==> config.mk <==
export PLATFORM = sky130hd
export DESIGN_NAME = csa_multiword_seq
export DESIGN_NICKNAME = d
export VERILOG_FILES = /design/src/rtl/csa_multiword_seq_pkg.sv /design/src/rtl/csa_multiword_seq_csa32.sv /design/src/rtl/csa_multiword_seq.sv
export SDC_FILE = /design/constraint.sdc
export NUM_CORES = 1
export LEC_CHECK = 0
export ABC_AREA = 1
export CAP_MARGIN = 20
export CORE_ASPECT_RATIO = 0.8
export CORE_UTILIZATION = 55
export CTS_CLUSTER_DIAMETER = 40
export CTS_CLUSTER_SIZE = 8
export DETAILED_ROUTE_END_ITERATION = 7
export DONT_BUFFER_PORTS = 1
export PLACE_DENSITY_LB_ADDON = 0.05
export RECOVER_POWER = 25
export SYNTH_ARGS = -nofsm -noshare
export SYNTH_HDL_FRONTEND = slang
export SYNTH_SLANG_ARGS = --single-unit
==> constraint.sdc <==
create_clock -name clk -period 12.6 [get_ports clk]
set_input_delay 1.26 -clock clk [delete_from_list [all_inputs] [get_ports clk]]
set_output_delay 1.26 -clock clk [all_outputs]
set_load 0.01 [all_outputs]
==> src/rtl/csa_multiword_seq_pkg.sv <==
// rtl/csa_multiword_seq_pkg.sv - shared constants for the multi-word add/sub sequencer
//
// Purpose : word width and FSM state encoding shared by the sequencer and its adder.
// Ports   : none (package).

package csa_multiword_seq_pkg;

   localparam int WORD_W = 32;

   localparam logic [1:0] ST_IDLE = 2'd0;
   localparam logic [1:0] ST_RUN  = 2'd1;
   localparam logic [1:0] ST_DONE = 2'd2;

endpackage

==> src/rtl/csa_multiword_seq_csa32.sv <==
// rtl/csa_multiword_seq_csa32.sv - 32-bit carry-select adder with per-bit carry vector
//
// Purpose : s = a + b + c_in; c[i] is the carry out of bit i, so c[31] is the word
//           carry-out and c[30]^c[31] is the signed overflow of the word.
// Ports   : a, b   - 32-bit addends
//           c_in   - carry into bit 0
//           s      - 32-bit sum
//           c      - per-bit carry-out vector

module csa32
   import csa_multiword_seq_pkg::*;
(
   input  logic [WORD_W-1:0] a,
   input  logic [WORD_W-1:0] b,
   input  logic              c_in,
   output logic [WORD_W-1:0] s,
   output logic [WORD_W-1:0] c
);

   localparam int BLK = 4;
   localparam int NB  = WORD_W / BLK;

   // Each block is summed twice, once assuming carry-in 0 and once carry-in 1;
   // the real block carry-in then only has to pick one of the two.
   logic [WORD_W-1:0] s0, c0, s1, c1;
   logic [NB-1:0]     blk_cin;

   always_comb begin
      logic r0, r1;
      s0 = '0;
      c0 = '0;
      s1 = '0;
      c1 = '0;
      r0 = 1'b0;
      r1 = 1'b0;
      for (int k = 0; k < NB; k++) begin
         r0 = 1'b0;
         r1 = 1'b1;
         for (int j = 0; j < BLK; j++) begin
            s0[k*BLK+j] = a[k*BLK+j] ^ b[k*BLK+j] ^ r0;
            r0          = (a[k*BLK+j] & b[k*BLK+j]) | (r0 & (a[k*BLK+j] ^ b[k*BLK+j]));
            c0[k*BLK+j] = r0;
            s1[k*BLK+j] = a[k*BLK+j] ^ b[k*BLK+j] ^ r1;
            r1          = (a[k*BLK+j] & b[k*BLK+j]) | (r1 & (a[k*BLK+j] ^ b[k*BLK+j]));
            c1[k*BLK+j] = r1;
         end
      end
   end

   assign blk_cin[0] = c_in;

   for (genvar k = 0; k < NB; k++) begin : g_sel
      if (k > 0) begin : g_chain
         assign blk_cin[k] = c[k*BLK-1];
      end
      assign s[k*BLK +: BLK] = blk_cin[k] ? s1[k*BLK +: BLK] : s0[k*BLK +: BLK];
      assign c[k*BLK +: BLK] = blk_cin[k] ? c1[k*BLK +: BLK] : c0[k*BLK +: BLK];
   end

endmodule

==> src/rtl/csa_multiword_seq.sv <==
// rtl/csa_multiword_seq.sv - multi-word add/sub sequencer over one shared csa32
//
// Purpose : WORDS x 32-bit add (a+b+c_in) or subtract (a-b-c_in), one word per
//           cycle LSW first, carry held in a register between words.
// Ports   : clk, rst                  - clock, async active-high reset
//           start_valid/start_ready   - command handshake (op_sub, a, b, c_in)
//           flush                     - synchronous abort, clears result
//           result_valid/result_ready - result handshake (sum, c_out, ovf)
//           busy                      - state is not IDLE

module csa_multiword_seq
   import csa_multiword_seq_pkg::*;
#(
   parameter int WORDS = 4,
   parameter int CNT_W = $clog2(WORDS)
) (
   input  logic                    clk,
   input  logic                    rst,
   input  logic                    start_valid,
   output logic                    start_ready,
   input  logic                    op_sub,
   input  logic [WORDS*WORD_W-1:0] a,
   input  logic [WORDS*WORD_W-1:0] b,
   input  logic                    c_in,
   input  logic                    flush,
   output logic                    result_valid,
   input  logic                    result_ready,
   output logic [WORDS*WORD_W-1:0] sum,
   output logic                    c_out,
   output logic                    ovf,
   output logic                    busy
);

   logic [1:0]                     state;
   logic [CNT_W-1:0]               idx;
   logic                           carry;
   logic [WORDS-1:0][WORD_W-1:0]   a_reg, b_reg, sum_reg;
   logic [WORD_W-1:0]              add_s;
   logic [1:0]                     add_c_top;
   logic [WORD_W-3:0]              add_c_unused;
   logic                           last_word;

   csa32 u_csa32 (
      .a    (a_reg[idx]),
      .b    (b_reg[idx]),
      .c_in (carry),
      .s    (add_s),
      .c    ({add_c_top, add_c_unused})
   );

   assign last_word    = (idx == CNT_W'(WORDS - 1));
   assign start_ready  = (state == ST_IDLE) && !flush;
   assign result_valid = (state == ST_DONE);
   assign busy         = (state != ST_IDLE);
   assign sum          = sum_reg;

   always_ff @(posedge clk or posedge rst) begin
      if (rst) begin
         state   <= ST_IDLE;
         idx     <= '0;
         carry   <= 1'b0;
         a_reg   <= '0;
         b_reg   <= '0;
         sum_reg <= '0;
         c_out   <= 1'b0;
         ovf     <= 1'b0;
      end else if (flush && state != ST_IDLE) begin
         state   <= ST_IDLE;
         idx     <= '0;
         carry   <= 1'b0;
         sum_reg <= '0;
         c_out   <= 1'b0;
         ovf     <= 1'b0;
      end else begin
         case (state)
            ST_IDLE: begin
               if (start_valid && start_ready) begin
                  // Subtract runs as a + ~b + ~borrow on the same adder.
                  a_reg <= a;
                  b_reg <= op_sub ? ~b : b;
                  carry <= op_sub ^ c_in;
                  idx   <= '0;
                  state <= ST_RUN;
               end
            end
            ST_RUN: begin
               sum_reg[idx] <= add_s;
               carry        <= add_c_top[1];
               idx          <= idx + CNT_W'(1);
               if (last_word) begin
                  c_out <= add_c_top[1];
                  ovf   <= add_c_top[1] ^ add_c_top[0];
                  state <= ST_DONE;
               end
            end
            ST_DONE: begin
               if (result_ready) begin
                  state <= ST_IDLE;
               end
            end
            default: state <= ST_IDLE;
         endcase
      end
   end

endmodule

# After elaboration in Yosys (flattened, before gate mapping)
# Index checks and enable logic that the tools add are counted.
dict set report classes {
  n_addsub 1
  order_cmp 2
  eq_ne 6
  n_mux 43
  bitwise_logic 228
  reduce_logical 14
}
# op count
set op_table {}
lappend op_table {{$mux W128} 3}
lappend op_table {{$bmux W32 S2} 2}
lappend op_table {{$bwmux W128} 1}
lappend op_table {{$not A128 Y128} 1}
lappend op_table {{$mux W32} 3}
lappend op_table {{$xor A1 B1 Y1} 82}
lappend op_table {{$and A1 B1 Y1} 80}
lappend op_table {{$demux W32 S2} 1}
lappend op_table {{$mux W4} 16}
lappend op_table {{$or A1 B1 Y1} 56}
lappend op_table {{$mux W2} 6}
lappend op_table {{$not A1 Y1} 9}
lappend op_table {{$mux W1} 8}
lappend op_table {{$ne A3 B1 Y1 const B} 2}
lappend op_table {{$pmux W2 S3} 1}
lappend op_table {{$reduce_and A3 Y1} 2}
lappend op_table {{$reduce_bool A2 Y1} 3}
lappend op_table {{$eq A2 B2 Y1 const B} 2}
lappend op_table {{$logic_and A1 B1 Y1} 4}
lappend op_table {{$pmux W2 S2} 1}
lappend op_table {{$reduce_and A2 Y1} 2}
lappend op_table {{$lt A2 B3 Y1 const B} 1}
lappend op_table {{$ne A3 B3 Y1 const B} 1}
lappend op_table {{$reduce_bool A3 Y1} 1}
lappend op_table {{other kinds (6)} 6}
dict set report word_totals {
  ff_bits 391
  out_inout_bits 133
  wordCells 311
}

# Logic depth before layout (Yosys ltp)
dict set report logic_depth {
  depth_word 22
  ltp_mapped 61
  depth_no_buf 59
}

# By module
# Synthesis repeated with hierarchy kept, for this count alone.
dict set report hier_totals {
  hier_cells 2327
  area_unflattened_um2 19220.9
}
# module n_inst cells_each area_each_um2 seq_area_each_um2
set by_module_without_submodules {}
lappend by_module_without_submodules {csa_multiword_seq 1 2084 17712.0 9784.4}
lappend by_module_without_submodules {csa32 1 243 1508.9 0.0}

# Worst setup path before layout
# Ideal clock, no wire load.
dict set report synth_timing {
  kind {flip-flop to flip-flop}
  from {register idx[0]}
  to {register carry}
  setup_time_ns 0.065
  arrival_ns 11.619
  setup_slack_ns 0.916
  path_stages_with_launch 55
  synth_period_minus_slack_ns 11.684
  cell_sequence {dfrtp_1 -> buf_2 -> inv_2 -> clkbuf_1 -> nand2_1 -> a32oi_1 -> inv_1 -> ha_1 -> nand2_1 -> o21ai_0 -> fa_1 -> fa_1 -> inv_1 -> fa_1 -> o21ai_0 -> fa_1 -> fa_1 -> inv_1 -> [19 not listed] -> fa_1 -> inv_1 -> fa_1 -> nor2_1 -> a21oi_1 -> fa_1 -> fa_1 -> inv_1 -> fa_1 -> nor2_1 -> nand2_1 -> nand3_1 -> nand2_1 -> inv_1 -> fa_1 -> o21ai_0 -> nand3_1 -> nand2_1}
}
dict set report synth_between {
  elab_chain_len 20
}
# element line
set synth_lines {}
lappend synth_lines {{start: declaration} csa_multiword_seq.sv:35} ;# logic [CNT_W-1:0] idx;
lappend synth_lines {{start signal: assignment} csa_multiword_seq.sv:89} ;# idx <= idx + CNT_W'(1);
lappend synth_lines {{$bmux W32 S2 (on tied branches)} {csa_multiword_seq.sv:44, csa_multiword_seq.sv:45}}
lappend synth_lines {{$mux W32 (on tied branches)} {csa_multiword_seq.sv:44, csa_multiword_seq.sv:45}}
lappend synth_lines {{$and A1 B1 Y1 or $xor A1 B1 Y1 (tied branches)} -}
lappend synth_lines {{$or A1 B1 Y1} csa_multiword_seq_csa32.sv:44} ;# r1 = (a[k*BLK+j] & b[k*BLK+j]) | (r1 & (a[k*BLK+j] ^ b[k*BLK+j]));
lappend synth_lines {{$and A1 B1 Y1} csa_multiword_seq_csa32.sv:44}
lappend synth_lines {{$or A1 B1 Y1} csa_multiword_seq_csa32.sv:44}
lappend synth_lines {{$and A1 B1 Y1} csa_multiword_seq_csa32.sv:44}
lappend synth_lines {{$or A1 B1 Y1} csa_multiword_seq_csa32.sv:44}
lappend synth_lines {{$and A1 B1 Y1} csa_multiword_seq_csa32.sv:44}
lappend synth_lines {{$or A1 B1 Y1} csa_multiword_seq_csa32.sv:44}
lappend synth_lines {{$mux W4 (7 in a row)} csa_multiword_seq_csa32.sv:57} ;# assign c[k*BLK +: BLK] = blk_cin[k] ? c1[k*BLK +: BLK] : c0[k*BLK +: BLK];
lappend synth_lines {{$mux W4 (*)} csa_multiword_seq_csa32.sv:57}
lappend synth_lines {{$pmux W1 S2 (*)} csa_multiword_seq.sv:75} ;# case (state)
lappend synth_lines {{$mux W1 (*)} csa_multiword_seq.sv:67} ;# end else if (flush && state != ST_IDLE) begin
lappend synth_lines {{end signal: assignment} csa_multiword_seq.sv:81} ;# carry <= op_sub ^ c_in;
lappend synth_lines {{end signal: assignment} csa_multiword_seq.sv:88} ;# carry <= add_c_top[1];
lappend synth_lines {{end: declaration} csa_multiword_seq.sv:36} ;# logic carry;
# Mark *: on every way between the ends. The rest lies on a longest branch, timed or not. The select of a mux whose other input is x is not followed.
# A chain may end at the register's enable or synchronous reset.

# Final worst setup path
# Ends and elaborated chain as after synthesis.

==> impl_summary.log <==
INFO  metric run_status = finished with violations
INFO  metric violations_in_the_final_reports = capacitance limit, slew limit
INFO  metric slew_viol_final = 199
INFO  metric drt_drc_violations_left = 0
INFO  metric clkTransAtPathRegs = 0.05 ns
INFO  metric required = 13.12 ns
INFO  metric drive_above_1_share = around 5.7%
INFO  metric pin_count = 396
INFO  metric power.share.sequential = 37.9%
INFO  metric insertion_delay = between 0.5 and 0.6 ns
INFO  metric place_congestion = 0.8808
INFO  metric die_height = approximately 160 um
INFO  metric cts_buffers = 57
INFO  metric part_of_the_cycle_the_worst_path_needs = a little over nine tenths
INFO  metric timing.hold.worst.class = reg -> reg
INFO  metric synth-seq-cells = 391
INFO  metric power.internal = approximately 3 mW
INFO  metric cts.sinks = 391
INFO  metric largest_net_degree_at_the_start_of_global_routing = ~160
INFO  metric die_area = 0.03372 mm^2
INFO  metric ir_drop = between 100 and 150 uV
INFO  metric end_kind = register
INFO  metric cts_tree = built
INFO  metric post_drt_via_cell_ratio = between 5 and 6
INFO  metric coreArea = 0.03248 mm^2
INFO  metric worst_path_dominant_cell_family = adder cells
INFO  metric grt-ovfl-total = 0
INFO  metric largest_buffer_count_on_any_clock_path = 3
INFO  metric first_global_vias = 12838
INFO  metric drt.antenna.violating_nets = 0
INFO  metric synth_cells = slightly above 2000
INFO  metric timing.slew.headroom = -199.5%
INFO  metric postCtsHoldBufs = 0
INFO  metric start_kind = register
INFO  metric distinct_cell_type_count_after_synthesis = 25
INFO  metric floorplan.initialDensity = 55.85%
INFO  metric setup_viol = 0
INFO  metric critical-path-slowest-cell = sky130_fd_sc_hd__dfrtp_4
INFO  metric p_sw = ~1.9 mW
INFO  metric mapped_avg_cell_area = 8.844 um^2
INFO  metric power_switching_share = 38.81%
INFO  metric post_synth_instance_area = 0.01814 mm^2
INFO  metric critical-path-top-cell-by-count = sky130_fd_sc_hd__fa_1
INFO  metric cp_slowest_stage_delay = between 0.5 and 0.6 ns
INFO  metric vias = 13687
INFO  metric hpwl = 36340 um
INFO  metric share_clk_of_total_power = around 29%
INFO  metric floorplan.rows = between 50 and 60
INFO  metric yosysTopAreaCellShare = 53.94%
INFO  metric comb_power_share = 33.2%
INFO  metric total_power = 4.835 mW
INFO  metric max_freq = 84.49 MHz
INFO  metric arrival = 12.35 ns
INFO  metric drtIter0Drc = around 1300
INFO  metric fin_setup_tns = 0 ns
INFO  metric drt_first_pass_iters = 5
INFO  metric detail_route.wl_per_cell = 21.19 um
INFO  metric clockRootBuffer = sky130_fd_sc_hd__clkbuf_16
INFO  metric synth_top_area_cell = sky130_fd_sc_hd__dfrtp_1
INFO  metric yosys_warnings = 0
INFO  metric grt_antenna_before_repair = 2
INFO  metric timing.critical_path.fanout_max = 34
INFO  metric synth_top_cells_by_area = sky130_fd_sc_hd__dfrtp_1, sky130_fd_sc_hd__nand2_1, sky130_fd_sc_hd__o21ai_0
INFO  metric wire_length_of_the_first_global_routing_pass = between 70000 and 80000 um
INFO  metric port_buffers = 0
INFO  metric fin_crit = about 12 ns
INFO  metric areaGrowthSynthToFinish = 10.19%
INFO  metric hold_viol = 0
INFO  metric grt_util_all_layers = 30.73%
INFO  metric route.final.wire_length = 51730 um
INFO  metric grt_setup_unrepaired = false
INFO  metric critical_path.n_buffers_inverters = 11
INFO  metric timing.hold.ws = 0.4740 ns
INFO  metric power_density = 241.9 mW/mm^2
INFO  metric clock-skew-final = 0.01769 ns
INFO  metric cap_viol_max_count = 3
INFO  metric finalNetCount = ~2300
INFO  metric leakagePower = 9.373 nW
INFO  metric worst_pin_slew = about 4.5 ns
INFO  metric place_area = around 0.018 mm^2
INFO  metric die_x = 205.0 um
INFO  metric net_count_after_synthesis = 2358
INFO  metric htree_num_levels = 2
INFO  metric setup.worst_path.class = reg -> reg
INFO  metric sequential_cell_area_fraction_in_the_yosys_report = 53.94%
INFO  metric final_design_area_no_fill = 0.01999 mm^2
-- power by group through the flow --
stage	Combinational [mW]	Sequential [mW]	Clock, mW
after floorplan	0.976	1.77	0
after global placement	1.51	1.84	0
after detailed placement	1.55	1.84	0
after CTS	1.56	1.83	1.42
after global routing	1.76	1.86	1.48
final	1.61	1.83	1.40
-- synth_stat cells, drive strengths merged --
master and count:
o31ai 1, nand2 752, o21ai 345, buf 80, a32o 16, a21oi 52, o22ai 18, nand4 1
dfrtp 391, a32oi 16, clkbuf 56, ha 22, xnor2 136, inv 60, xor2 2, nor2 76
nand3 5, fa 22
-- logic make-up (layout without fill, tap and decap cells) --
group,count (synthesis),after routing,synth area share [%]
buffers and inverters,196,158,4.746
xor gates and xnor gates,138,138,6.663
adders and majority gates,44,44,3.945
other,0,1,0
AOI/OAI and AO/OA,448,448,13.29
DFF,391,391,53.94
and+or+nand+nor,834,834,17.42
-- layout make-up --
| class | instances | area [um^2] |
|---|---|---|
| inverters | 60 | 244.0 |
| repair buffers | 25 | 240.2 |
| multi-input cells | 1464 | 7555 |
| diodes | 1 | 2.502 |
| clock inverters | 5 | 76.32 |
| clock buffers | 68 | 1549 |
| flip-flops and latches | 391 | 9788 |
| well taps | 427 | 534.3 |
| fillers | 2865 | 12490 |
-- through the flow --
step	worst slack [ns]	cells	utilization (%)
after detailed placement	0.1494	2361	56.17
after floorplan	0.4707	2051	-
final	0.7644	2441	61.54
after CTS	0.1091	2434	61.17
after global routing	0.07746	2440	61.53
after global placement	0.4589	2361	56.17
-- path summary, 6_finish.rpt --
check | start | slack, ns | cells after the start | end
max | idx[0]$_DFFE_PP0P_ | 0.76 | 52 | carry$_DFFE_PP0P_
min | a_reg[39]$_DFFE_PP0P_ | 0.47 | 2 | a_reg[39]$_DFFE_PP0P_
max reg2reg | idx[0]$_DFFE_PP0P_ | 0.76 | 52 | carry$_DFFE_PP0P_
min reg2reg | a_reg[39]$_DFFE_PP0P_ | 0.47 | 2 | a_reg[39]$_DFFE_PP0P_
max in group asynchronous | rst | 5.99 | 3 | a_reg[101]$_DFFE_PP0P_
min in group asynchronous | rst | 1.89 | 1 | sum[20]$_DFFE_PP0P_
-- routing by layer --
layer / track usage (%) / part of all wire [%] / up-vias
li1: - / - / 6491
met1: 44.98 / 45 / 6605
met2: 46.31 / 45 / 516
met3: 7.005 / 8.1 / 73
met4: 7.778 / 2.0 / 2
met5: 0 / 0.025 / -
-- what timing repair did --
item | in CTS | in global routing
setup endpoints to repair | 0 | 15
resized for setup | 0 | 21
buffers inserted | 0 | 3
endpoints found under the hold margin | 0 | 0
-- placed cells by master, fill, tap and decap left out, types with 2 or more instances in the layout --
master / synthesis / layout
sky130_fd_sc_hd__clkbuf_1: 56 / 6
sky130_fd_sc_hd__o22ai_1: 18 / 18
sky130_fd_sc_hd__clkinv_8: 0 / 2
sky130_fd_sc_hd__xor2_1: 2 / 2
sky130_fd_sc_hd__inv_4: 0 / 2
sky130_fd_sc_hd__buf_4: 11 / 18
sky130_fd_sc_hd__a21oi_1: 51 / 48
sky130_fd_sc_hd__a32oi_1: 16 / 15
sky130_fd_sc_hd__fa_2: 0 / 9
sky130_fd_sc_hd__nor2_1: 73 / 74
sky130_fd_sc_hd__ha_1: 22 / 22
sky130_fd_sc_hd__buf_8: 0 / 2
sky130_fd_sc_hd__a21oi_2: 1 / 3
sky130_fd_sc_hd__o21ai_1: 0 / 4
sky130_fd_sc_hd__inv_1: 55 / 55
sky130_fd_sc_hd__clkbuf_8: 0 / 6
sky130_fd_sc_hd__xnor2_1: 136 / 136
sky130_fd_sc_hd__nand2_1: 751 / 751
sky130_fd_sc_hd__buf_12: 0 / 2
sky130_fd_sc_hd__dfrtp_1: 391 / 390
sky130_fd_sc_hd__a32o_1: 16 / 16
sky130_fd_sc_hd__clkinv_2: 0 / 2
sky130_fd_sc_hd__clkbuf_16: 0 / 58
sky130_fd_sc_hd__nor2_4: 2 / 2
sky130_fd_sc_hd__fa_1: 22 / 13
sky130_fd_sc_hd__nand3_1: 5 / 5
sky130_fd_sc_hd__o21ai_0: 345 / 341
-- worst min-delay path, cell delays in order, from the launching register on --
cell and delay (ns):
sky130_fd_sc_hd__dfrtp_1 0.34, sky130_fd_sc_hd__nand2_1 0.05, sky130_fd_sc_hd__nand2_1 0.05
No activity file was read; power rests on OpenSTA's default activity.
